--- src/rtl/pcileech_pcie_tlp_tx_arb.sv ---
// Round-robin TLP transmit arbiter feeding the PCIe core s_axis_tx port.
// One grant per packet; output registered through a 1-entry skid buffer.
module pcileech_pcie_tlp_tx_arb #(
    parameter  int NUM_CH     = 4,
    parameter  int DW         = 64,
    localparam int KW         = DW / 8,
    parameter  int BUF_AV_MIN = 2
) (
    input  logic                 clk_pcie,
    input  logic                 rst_n,
    input  logic                 link_up,
    input  logic [5:0]           tx_buf_av,
    input  logic [NUM_CH*DW-1:0] s_tdata,
    input  logic [NUM_CH*KW-1:0] s_tkeep,
    input  logic [NUM_CH-1:0]    s_tlast,
    input  logic [NUM_CH-1:0]    s_tvalid,
    output logic [NUM_CH-1:0]    s_tready,
    output logic [DW-1:0]        m_axis_tx_tdata,
    output logic [KW-1:0]        m_axis_tx_tkeep,
    output logic                 m_axis_tx_tlast,
    output logic                 m_axis_tx_tvalid,
    input  logic                 m_axis_tx_tready,
    output logic                 busy,
    output logic [2:0]           cur_ch,
    output logic [15:0]          drop_cnt
);

    typedef enum logic [1:0] {
        S_IDLE,
        S_XFER,
        S_FLUSH
    } state_t;

    state_t          r_state;
    state_t          w_state_nxt;
    logic [2:0]      r_cur_ch;
    logic [2:0]      r_last_grant;
    logic [15:0]     r_drop_cnt;

    logic [DW-1:0]   r_m_data;
    logic [KW-1:0]   r_m_keep;
    logic            r_m_last;
    logic            r_m_valid;
    logic [DW-1:0]   r_sk_data;
    logic [KW-1:0]   r_sk_keep;
    logic            r_sk_last;
    logic            r_sk_valid;

    logic [7:0]      w_vld8;
    logic [3:0]      w_idx;
    logic [2:0]      w_gnt_ch;
    logic            w_gnt_found;
    logic            w_gnt;
    logic [DW-1:0]   w_in_data;
    logic [KW-1:0]   w_in_keep;
    logic            w_in_last;
    logic            w_in_valid;
    logic            w_acc;
    logic            w_fl_acc;
    logic            w_pkt_end;
    logic            w_drop;
    logic            w_m_free;
    logic [NUM_CH-1:0] w_rdy;

    assign w_vld8 = 8'(s_tvalid);

    // Search starts one past the last granted channel, wrapping at NUM_CH.
    always_comb begin
        w_gnt_found = 1'b0;
        w_gnt_ch    = '0;
        w_idx       = '0;
        for (int i = 1; i <= NUM_CH; i++) begin
            w_idx = {1'b0, r_last_grant} + 4'(i);
            if (w_idx >= 4'(NUM_CH)) begin
                w_idx = w_idx - 4'(NUM_CH);
            end
            if (!w_gnt_found && w_vld8[w_idx[2:0]]) begin
                w_gnt_found = 1'b1;
                w_gnt_ch    = w_idx[2:0];
            end
        end
    end

    always_comb begin
        w_in_data  = '0;
        w_in_keep  = '0;
        w_in_last  = 1'b0;
        w_in_valid = 1'b0;
        for (int c = 0; c < NUM_CH; c++) begin
            if (r_cur_ch == 3'(c)) begin
                w_in_data  = s_tdata[c*DW +: DW];
                w_in_keep  = s_tkeep[c*KW +: KW];
                w_in_last  = s_tlast[c];
                w_in_valid = s_tvalid[c];
            end
        end
    end

    assign w_gnt = (r_state == S_IDLE) && link_up &&
                   (tx_buf_av >= 6'(BUF_AV_MIN)) && w_gnt_found;
    assign w_acc     = (r_state == S_XFER) && w_in_valid && !r_sk_valid;
    assign w_fl_acc  = (r_state == S_FLUSH) && w_in_valid;
    assign w_pkt_end = (w_acc || w_fl_acc) && w_in_last;
    assign w_drop    = w_pkt_end && ((r_state == S_FLUSH) || !link_up);
    assign w_m_free  = !r_m_valid || m_axis_tx_tready;

    always_ff @(posedge clk_pcie or negedge rst_n) begin
        if (!rst_n) begin
            r_state <= S_IDLE;
        end else begin
            r_state <= w_state_nxt;
        end
    end

    always_comb begin
        w_state_nxt = r_state;
        case (r_state)
            S_IDLE: begin
                if (w_gnt) w_state_nxt = S_XFER;
            end
            S_XFER: begin
                if (w_pkt_end) w_state_nxt = S_IDLE;
                else if (!link_up) w_state_nxt = S_FLUSH;
            end
            S_FLUSH: begin
                if (w_pkt_end) w_state_nxt = S_IDLE;
            end
            default: w_state_nxt = S_IDLE;
        endcase
    end

    // Ready never depends on m_axis_tx_tready: only on state and skid occupancy.
    always_comb begin
        w_rdy = '0;
        for (int c = 0; c < NUM_CH; c++) begin
            if (r_cur_ch == 3'(c)) begin
                w_rdy[c] = ((r_state == S_XFER) && !r_sk_valid) ||
                           (r_state == S_FLUSH);
            end
        end
    end

    assign s_tready = w_rdy;

    always_ff @(posedge clk_pcie or negedge rst_n) begin
        if (!rst_n) begin
            r_cur_ch     <= '0;
            r_last_grant <= 3'(NUM_CH - 1);
            r_drop_cnt   <= '0;
        end else begin
            if (w_gnt) r_cur_ch <= w_gnt_ch;
            if (w_pkt_end) r_last_grant <= r_cur_ch;
            if (w_drop && (r_drop_cnt != 16'hFFFF)) begin
                r_drop_cnt <= r_drop_cnt + 16'd1;
            end
        end
    end

    always_ff @(posedge clk_pcie or negedge rst_n) begin
        if (!rst_n) begin
            r_m_data   <= '0;
            r_m_keep   <= '0;
            r_m_last   <= 1'b0;
            r_m_valid  <= 1'b0;
            r_sk_data  <= '0;
            r_sk_keep  <= '0;
            r_sk_last  <= 1'b0;
            r_sk_valid <= 1'b0;
        end else if (!link_up) begin
            r_m_valid  <= 1'b0;
            r_sk_valid <= 1'b0;
        end else if (w_m_free) begin
            if (r_sk_valid) begin
                r_m_data   <= r_sk_data;
                r_m_keep   <= r_sk_keep;
                r_m_last   <= r_sk_last;
                r_m_valid  <= 1'b1;
                r_sk_valid <= 1'b0;
            end else if (w_acc) begin
                r_m_data  <= w_in_data;
                r_m_keep  <= w_in_keep;
                r_m_last  <= w_in_last;
                r_m_valid <= 1'b1;
            end else begin
                r_m_valid <= 1'b0;
            end
        end else if (w_acc) begin
            r_sk_data  <= w_in_data;
            r_sk_keep  <= w_in_keep;
            r_sk_last  <= w_in_last;
            r_sk_valid <= 1'b1;
        end
    end

    assign m_axis_tx_tdata  = r_m_data;
    assign m_axis_tx_tkeep  = r_m_keep;
    assign m_axis_tx_tlast  = r_m_last;
    assign m_axis_tx_tvalid = r_m_valid;
    assign busy     = (r_state != S_IDLE) || r_m_valid || r_sk_valid;
    assign cur_ch   = r_cur_ch;
    assign drop_cnt = r_drop_cnt;

endmodule
--- config.mk ---
export PLATFORM = sky130hd
export DESIGN_NAME = pcileech_pcie_tlp_tx_arb
export DESIGN_NICKNAME = d
export VERILOG_FILES = /design/src/rtl/pcileech_pcie_tlp_tx_arb.sv
export SDC_FILE = /design/constraint.sdc
export NUM_CORES = 1
export LEC_CHECK = 0
export ABC_CLOCK_PERIOD_IN_PS = 4100
export BUFFER_PORTS_ARGS = -buffer_cell sky130_fd_sc_hd__clkbuf_2
export CORE_AREA = 4 4 207 169
export DETAILED_ROUTE_END_ITERATION = 6
export DIE_AREA = 0 0 211 173
export PLACE_DENSITY_LB_ADDON = 0.15
export SETUP_SLACK_MARGIN = 0.15
export SLEW_MARGIN = 10
export SYNTH_ARGS = -nofsm -noshare
export SYNTH_HDL_FRONTEND = slang
export SYNTH_SLANG_ARGS = --single-unit
--- constraint.sdc ---
create_clock -name clk_pcie -period 4.1 [get_ports clk_pcie]
set_input_delay 0.205 -clock clk_pcie [delete_from_list [all_inputs] [get_ports clk_pcie]]
set_output_delay 0.205 -clock clk_pcie [all_outputs]
set_load 0.02 [all_outputs]
# --- After elaboration in Yosys (flattened, before gate mapping) ---
# Index checks and enable logic that the tools add are counted.
word_totals:
  regBits: 172
  inputBits: 306
  mem_bits_ro: 0
  latch_bits: 0
  ram_bits: 0
  n_memories: 0
  wordCells: 132
  out_inout_bits: 98
op_classes:
  bitwise_logic: 1
  div_mod_pow: 0
  n_shift: 0
  n_addsub: 9
  eq_ne: 11
  mul: 0
  n_mux: 58
  magnitude_cmp: 9
  reduce_logical: 32
op_table:
  columns: ["op", "count"]
  rows:
  - ["$mux 64", 6]
  - ["$mux 8", 6]
  - ["$mux 1", 29]
  - ["$mux 3", 8]
  - ["$add 16x1->16 const B", 1]
  - ["$ge 4x3->1 const B", 4]
  - ["$lt 3x4->1 const B", 4]
  - ["$ne 16x16->1 const B", 1]
  - ["$logic_and 1x1->1", 13]
  - ["$bmux 1 s3", 4]
  - ["$sub 3x3->3 const B", 4]
  - ["$reduce_and 3->1", 3]
  - ["$add 3x2->4 const B", 2]
  - ["$mux 2", 4]
  - ["$eq 3x2->1 const B", 2]
  - ["$ge 6x2->1 const B", 1]
  - ["$logic_not 1->1", 6]
  - ["$logic_or 1x1->1", 6]
  - ["$pmux 2 s3", 1]
  - ["$add 3x1->4 const B", 1]
  - ["$add 3x3->4 const B", 1]
  - ["$ne 2x2->1 const B", 2]
  - ["$reduce_bool 2->1", 2]
  - ["$eq 3x1->1 const B", 1]
  - ["8 further kinds", 8]

# --- Longest topological paths before layout ---
depth:
  word_depth: 18
  depth_mapped: 9
  depth_no_buf: 7

# --- Worst setup path after synthesis ---
# Ideal clock, no wire load.
synth_path:
  path_kind: "flip-flop to flip-flop"
  startpoint: "register r_last_grant[0]"
  endpoint: "register r_cur_ch[0], in the netlist cur_ch[0]"
  path_slack_ns: 1.771
  path_stages_with_launch: 8
  n_path_buf: 1
  arrival_time_ns: 2.204
  required_time_ns: 3.975
  setup_time_ns: 0.125
  synth_period_minus_slack_ns: 2.329
  cell_sequence: "dfstp_2 > buf_2 > inv_1 > ha_1 > mux4_2 > o31ai_1 > a31o_2 > mux2_2"
synth_between:
  elab_chain_len: 16
  elab_cells_between_ends: 39
  cone_classes: "8 x add/sub; 4 x order compare; 20 x mux; 7 x reduce/logical"
synth_rtl:
  columns: ["element", "line_no", "rtl"]
  rows:
  - ["start, declared", "37", "logic [2:0] r_last_grant;"]
  - ["start signal, assigned", "148", "r_last_grant <= 3'(NUM_CH - 1);"]
  - ["start signal, assigned", "152", "if (w_pkt_end) r_last_grant <= r_cur_ch;"]
  - ["$add 3x1->4", "73", "w_idx = {1'b0, r_last_grant} + 4'(i);"]
  - ["$ge 4x3->1 / $sub 3x3->3 (equally long branches)", "74, 75", null]
  - ["$mux 3", "74", "if (w_idx >= 4'(NUM_CH)) begin"]
  - ["$bmux 1 s3", "77", "if (!w_gnt_found && w_vld8[w_idx[2:0]]) begin"]
  - ["$mux 1 (implied by the code)", "77", null]
  - ["$mux 1", "77", null]
  - ["$logic_not 1->1", "77", null]
  - ["$logic_and 1x1->1", "77", null]
  - ["$mux 1", "77", null]
  - ["$logic_not 1->1", "77", null]
  - ["$logic_and 1x1->1", "77", null]
  - ["$mux 1", "77", null]
  - ["$logic_not 1->1", "77", null]
  - ["$logic_and 1x1->1", "77", null]
  - ["$mux 1", "77", null]
  - ["$logic_and 1x1->1", "100", "(tx_buf_av >= 6'(BUF_AV_MIN)) && w_gnt_found;"]
  - ["end signal, assigned", "151", "if (w_gnt) r_cur_ch <= w_gnt_ch;"]
  - ["end, declared", "36", "logic [2:0] r_cur_ch;"]
# Several ways; a longest one is shown, not always the timed one. The select of a mux whose other input is x is not followed.
# A chain may end at the register's enable or synchronous reset.

# --- Final worst setup path ---
layout_path:
  startpoint: "register r_cur_ch[1], in the netlist cur_ch[1]"
  endpoint: "register r_drop_cnt[1], in the netlist drop_cnt[1]"
layout_between:
  elab_chain_len: 11
  elab_cells_between_ends: 19
  cone_classes: "3 x eq/ne; 8 x mux; 8 x reduce/logical"
layout_rtl:
  columns: ["element", "line_no", "rtl"]
  rows:
  - ["$logic_not 3->1", "90", "if (r_cur_ch == 3'(c)) begin"]
  - ["$mux 1 (4 in a row)", "90", null]
  - ["$logic_and 1x1->1 (2 in a row)", "101", "assign w_acc = (r_state == S_XFER) && w_in_valid && !r_sk_valid;"]
  - ["$logic_or 1x1->1", "103", "assign w_pkt_end = (w_acc || w_fl_acc) && w_in_last;"]
  - ["$logic_and 1x1->1 (*)", "103", null]
  - ["$logic_and 1x1->1 (*)", "104", "assign w_drop = w_pkt_end && ((r_state == S_FLUSH) || !link_up);"]
  - ["$logic_and 1x1->1 (*)", "153", "if (w_drop && (r_drop_cnt != 16'hFFFF)) begin"]
  - ["end signal, assigned", "154", "r_drop_cnt <= r_drop_cnt + 16'd1;"]
  - ["end, declared", "38", "logic [15:0] r_drop_cnt;"]
# Mark *: on every way between the ends. The rest lies on a longest branch, timed or not.

==> reports/results.tsv <==
metric	value	unit
status	completed	
Via Count	8107	
DR pass1 iterations	5	
Skew-Pair Late Insertion Delay	0.43	ns
CP max stage cell	dfrtp_4	
Tmin final	2.87	ns
Fin Setup TNS	0	ns
arrival time of the worst setup path	3.17	ns
max-slew violation count	0	
post-detail-place hpwl	21300	µm
Fmax	348	MHz
CP Launch Type	flop	
Layout Skew	0.0153	ns
post-route ant nets	0	
max cap viols	0	
drt total wl	28800	µm
critical path class	flop to flop	
critical path peak fanout	40	
critical path capture point type	flop	
Clock Path Buffers	2	
area leader, netlist	dfrtp_1	
initial antenna violation count	0	
Setup violations, final	0	
drt via density	4.75	
# port buffers	402	
Num CTS Buffers	17	
vias in the first global route	8441	
CP cell instances	mux2i_1 -> a211o_1 -> nor4_4 -> nand2b_1 -> mux2_1	
Die H	173	µm
Row Count	60	
DR iter-0 viols	346	
die span in x	211	µm
Synth Flop Type	dfrtp_1	
RSZ-0062 raised after global routing	no	
Synth cell types	49	
DRC viols	0	
worst hold path class	input port to flop	
top cell type's share of synthesized area	43.5	%
clk sink count	172	
layout cell share with drive strength beyond 1	44.5	%
asr flop ratio synth	100	%
Mean Syn Cell Area	11.0	µm²
EDFF count, synth	0	
Seq/Total Area, Yosys	44.0	%
relative slew slack	42.8	%
Pwr Total	8.07	mW
Largest stage delay, worst path	0.84	ns
Tot GR Track Use	15.9	%
maximum vdd ir drop	273	µV
synthesized flop and latch total	172	
fin nets	1567	
pin count of the biggest net entering global routing	91	
WP data required	4.40	ns
Worst-path clk slew	0.08	ns
Initial Util	29.5	%
Top Ports	404	
Ys Warns	0	
P&R area growth vs syn	30.4	%
P per Cell Area	633	nW/µm²
full die area	36500	µm²
Hold Violations, Final	0	
final worst path period share	70.0	%
top cells by area, synth	dfrtp_1, mux4_2, o21ai_0, nand2_1, nand2b_1	
Post-Syn Instances	892	
post-synth net total	1201	
final estimated routing congestion in global placement	0.772	
first-pass GRT wire length	46300	µm
htree depth	4	
CTS tree	done	
leak pwr	5.96	nW
Mapped Area	9780	µm²
wire length per cell	16.9	µm
CTS root buffer	clkbuf_16	
diode count	0	
total grt overflow	0	
Least-Margin Pin Slew	0.859	ns
Core Area	33100	µm²
## cell usage in the layout (no fill, tap or decap), types with 4 or more instances in the layout
cell | netlist | final
a21oi_1 | 6 | 6
nand4_1 | 5 | 5
nand3b_1 | 5 | 5
inv_1 | 7 | 7
clkbuf_2 | 0 | 401
and2_1 | 5 | 5
mux2i_1 | 6 | 6
buf_4 | 1 | 11
dfrtp_1 | 170 | 166
nand2_1 | 159 | 159
mux2_1 | 43 | 43
nor2_1 | 9 | 9
and3_1 | 5 | 5
nand2b_1 | 78 | 78
mux2_2 | 32 | 32
nor3b_1 | 7 | 7
clkbuf_16 | 0 | 17
nor3_1 | 5 | 5
o21ai_0 | 147 | 147
xor2_1 | 5 | 5
nand3_1 | 6 | 5
inv_6 | 0 | 4
xnor2_1 | 10 | 10
mux4_2 | 74 | 74
## critical path, delay by kind of cell, from the launching register on
family	cells	cell delay, ns
AOI/OAI and AO/OA	1	0.39
DFF	1	0.84
muxes	2	0.57
and+or+nand+nor	2	0.93
## where the power goes
part / total (mW) / internal [mW] / switching (mW)
sequential: 2.66 / 2.25 / 0.403
clock: 1.53 / 0.817 / 0.716
combinational: 3.88 / 1.76 / 2.12
total: 8.07 / 4.83 / 3.24
## sequential cells by signal (all words and copies together) (netlist names)
register	count
r_last_grant	3
r_sk_keep	8
m_axis_tx_tlast	1
m_axis_tx_tvalid	1
m_axis_tx_tdata	64
r_state	2
r_sk_last	1
r_sk_valid	1
m_axis_tx_tkeep	8
drop_cnt	16
cur_ch	3
r_sk_data	64
## kinds of logic after synthesis
logic type	count (synthesis)	share of synthesized area [%]
mux	155	26.3
compound gates	174	9.51
simple gates	297	15.2
fa+ha+maj	3	0.384
buf+inv	76	3.28
xor+xnor	15	1.34
flops	172	44.0
## path summary, 6_finish.rpt
| kind | start | end | slack [ns] | depth (start not counted) |
|---|---|---|---|---|
| worst min register to register | r_sk_data[38] | r_sk_data[38] | 0.48 | 2 |
| max in group asynchronous | rst_n | m_axis_tx_tdata[59] | 2.72 | 3 |
| worst min-delay path | link_up | r_state[0] | 0.07 | 3 |
| min in group asynchronous | rst_n | m_axis_tx_tdata[10] | 0.44 | 2 |
| worst max-delay path | cur_ch[1] | drop_cnt[1] | 1.23 | 5 |
| worst max register to register | cur_ch[1] | drop_cnt[1] | 1.23 | 5 |
## cells in the mapped netlist (6+ instances only)
library cell,n
a21oi_1,6
buf_2,19
clkbuf_1,48
dfrtp_1,170
inv_1,7
mux2_1,43
mux2_2,32
mux2i_1,6
mux4_2,74
nand2_1,159
nand2b_1,78
nand3_1,6
nor2_1,9
nor3b_1,7
o21ai_0,147
xnor2_1,10
## through the flow
stage	utilization (%)	cells	hold WS [ns]	area, µm²	worst slack, ns
floorplan	-	892	-0.0906	9780	1.77
global placement	36.8	1672	0.343	12200	1.30
detailed placement	36.8	1672	0.345	12200	1.24
CTS	38.5	1705	0.0505	12700	1.20
global route	38.5	1705	0.0640	12700	0.985
finish	38.5	1705	0.0741	12700	1.23
## metal layers
layer / vias up / GRT usage, % / wire length (µm) / share of wire, %
met5: - / 0 / 0 / 0
met4: 0 / 3.40 / 306 / 1.1
met3: 12 / 3.85 / 1840 / 6.4
met2: 225 / 26.6 / 13900 / 48
met1: 3946 / 20.9 / 12800 / 44
li1: 3924 / - / - / -
## what timing repair did
item | in CTS | in global routing
gates resized for setup | 0 | 0
hold buffers | 1 | 0
buffers inserted | 0 | 0
hold endpoints to repair | 85 | 0
## area by class of cell
type	instances	area [µm²]
clock buffers	21	460
clock inverters	11	83.8
fillers	3318	20400
inverters	7	26.3
multi-input cells	644	5160
flip-flops and latches	172	4320
well taps	434	543
repair buffers	416	2150
Note: power is estimated with default switching activity, not from simulation.
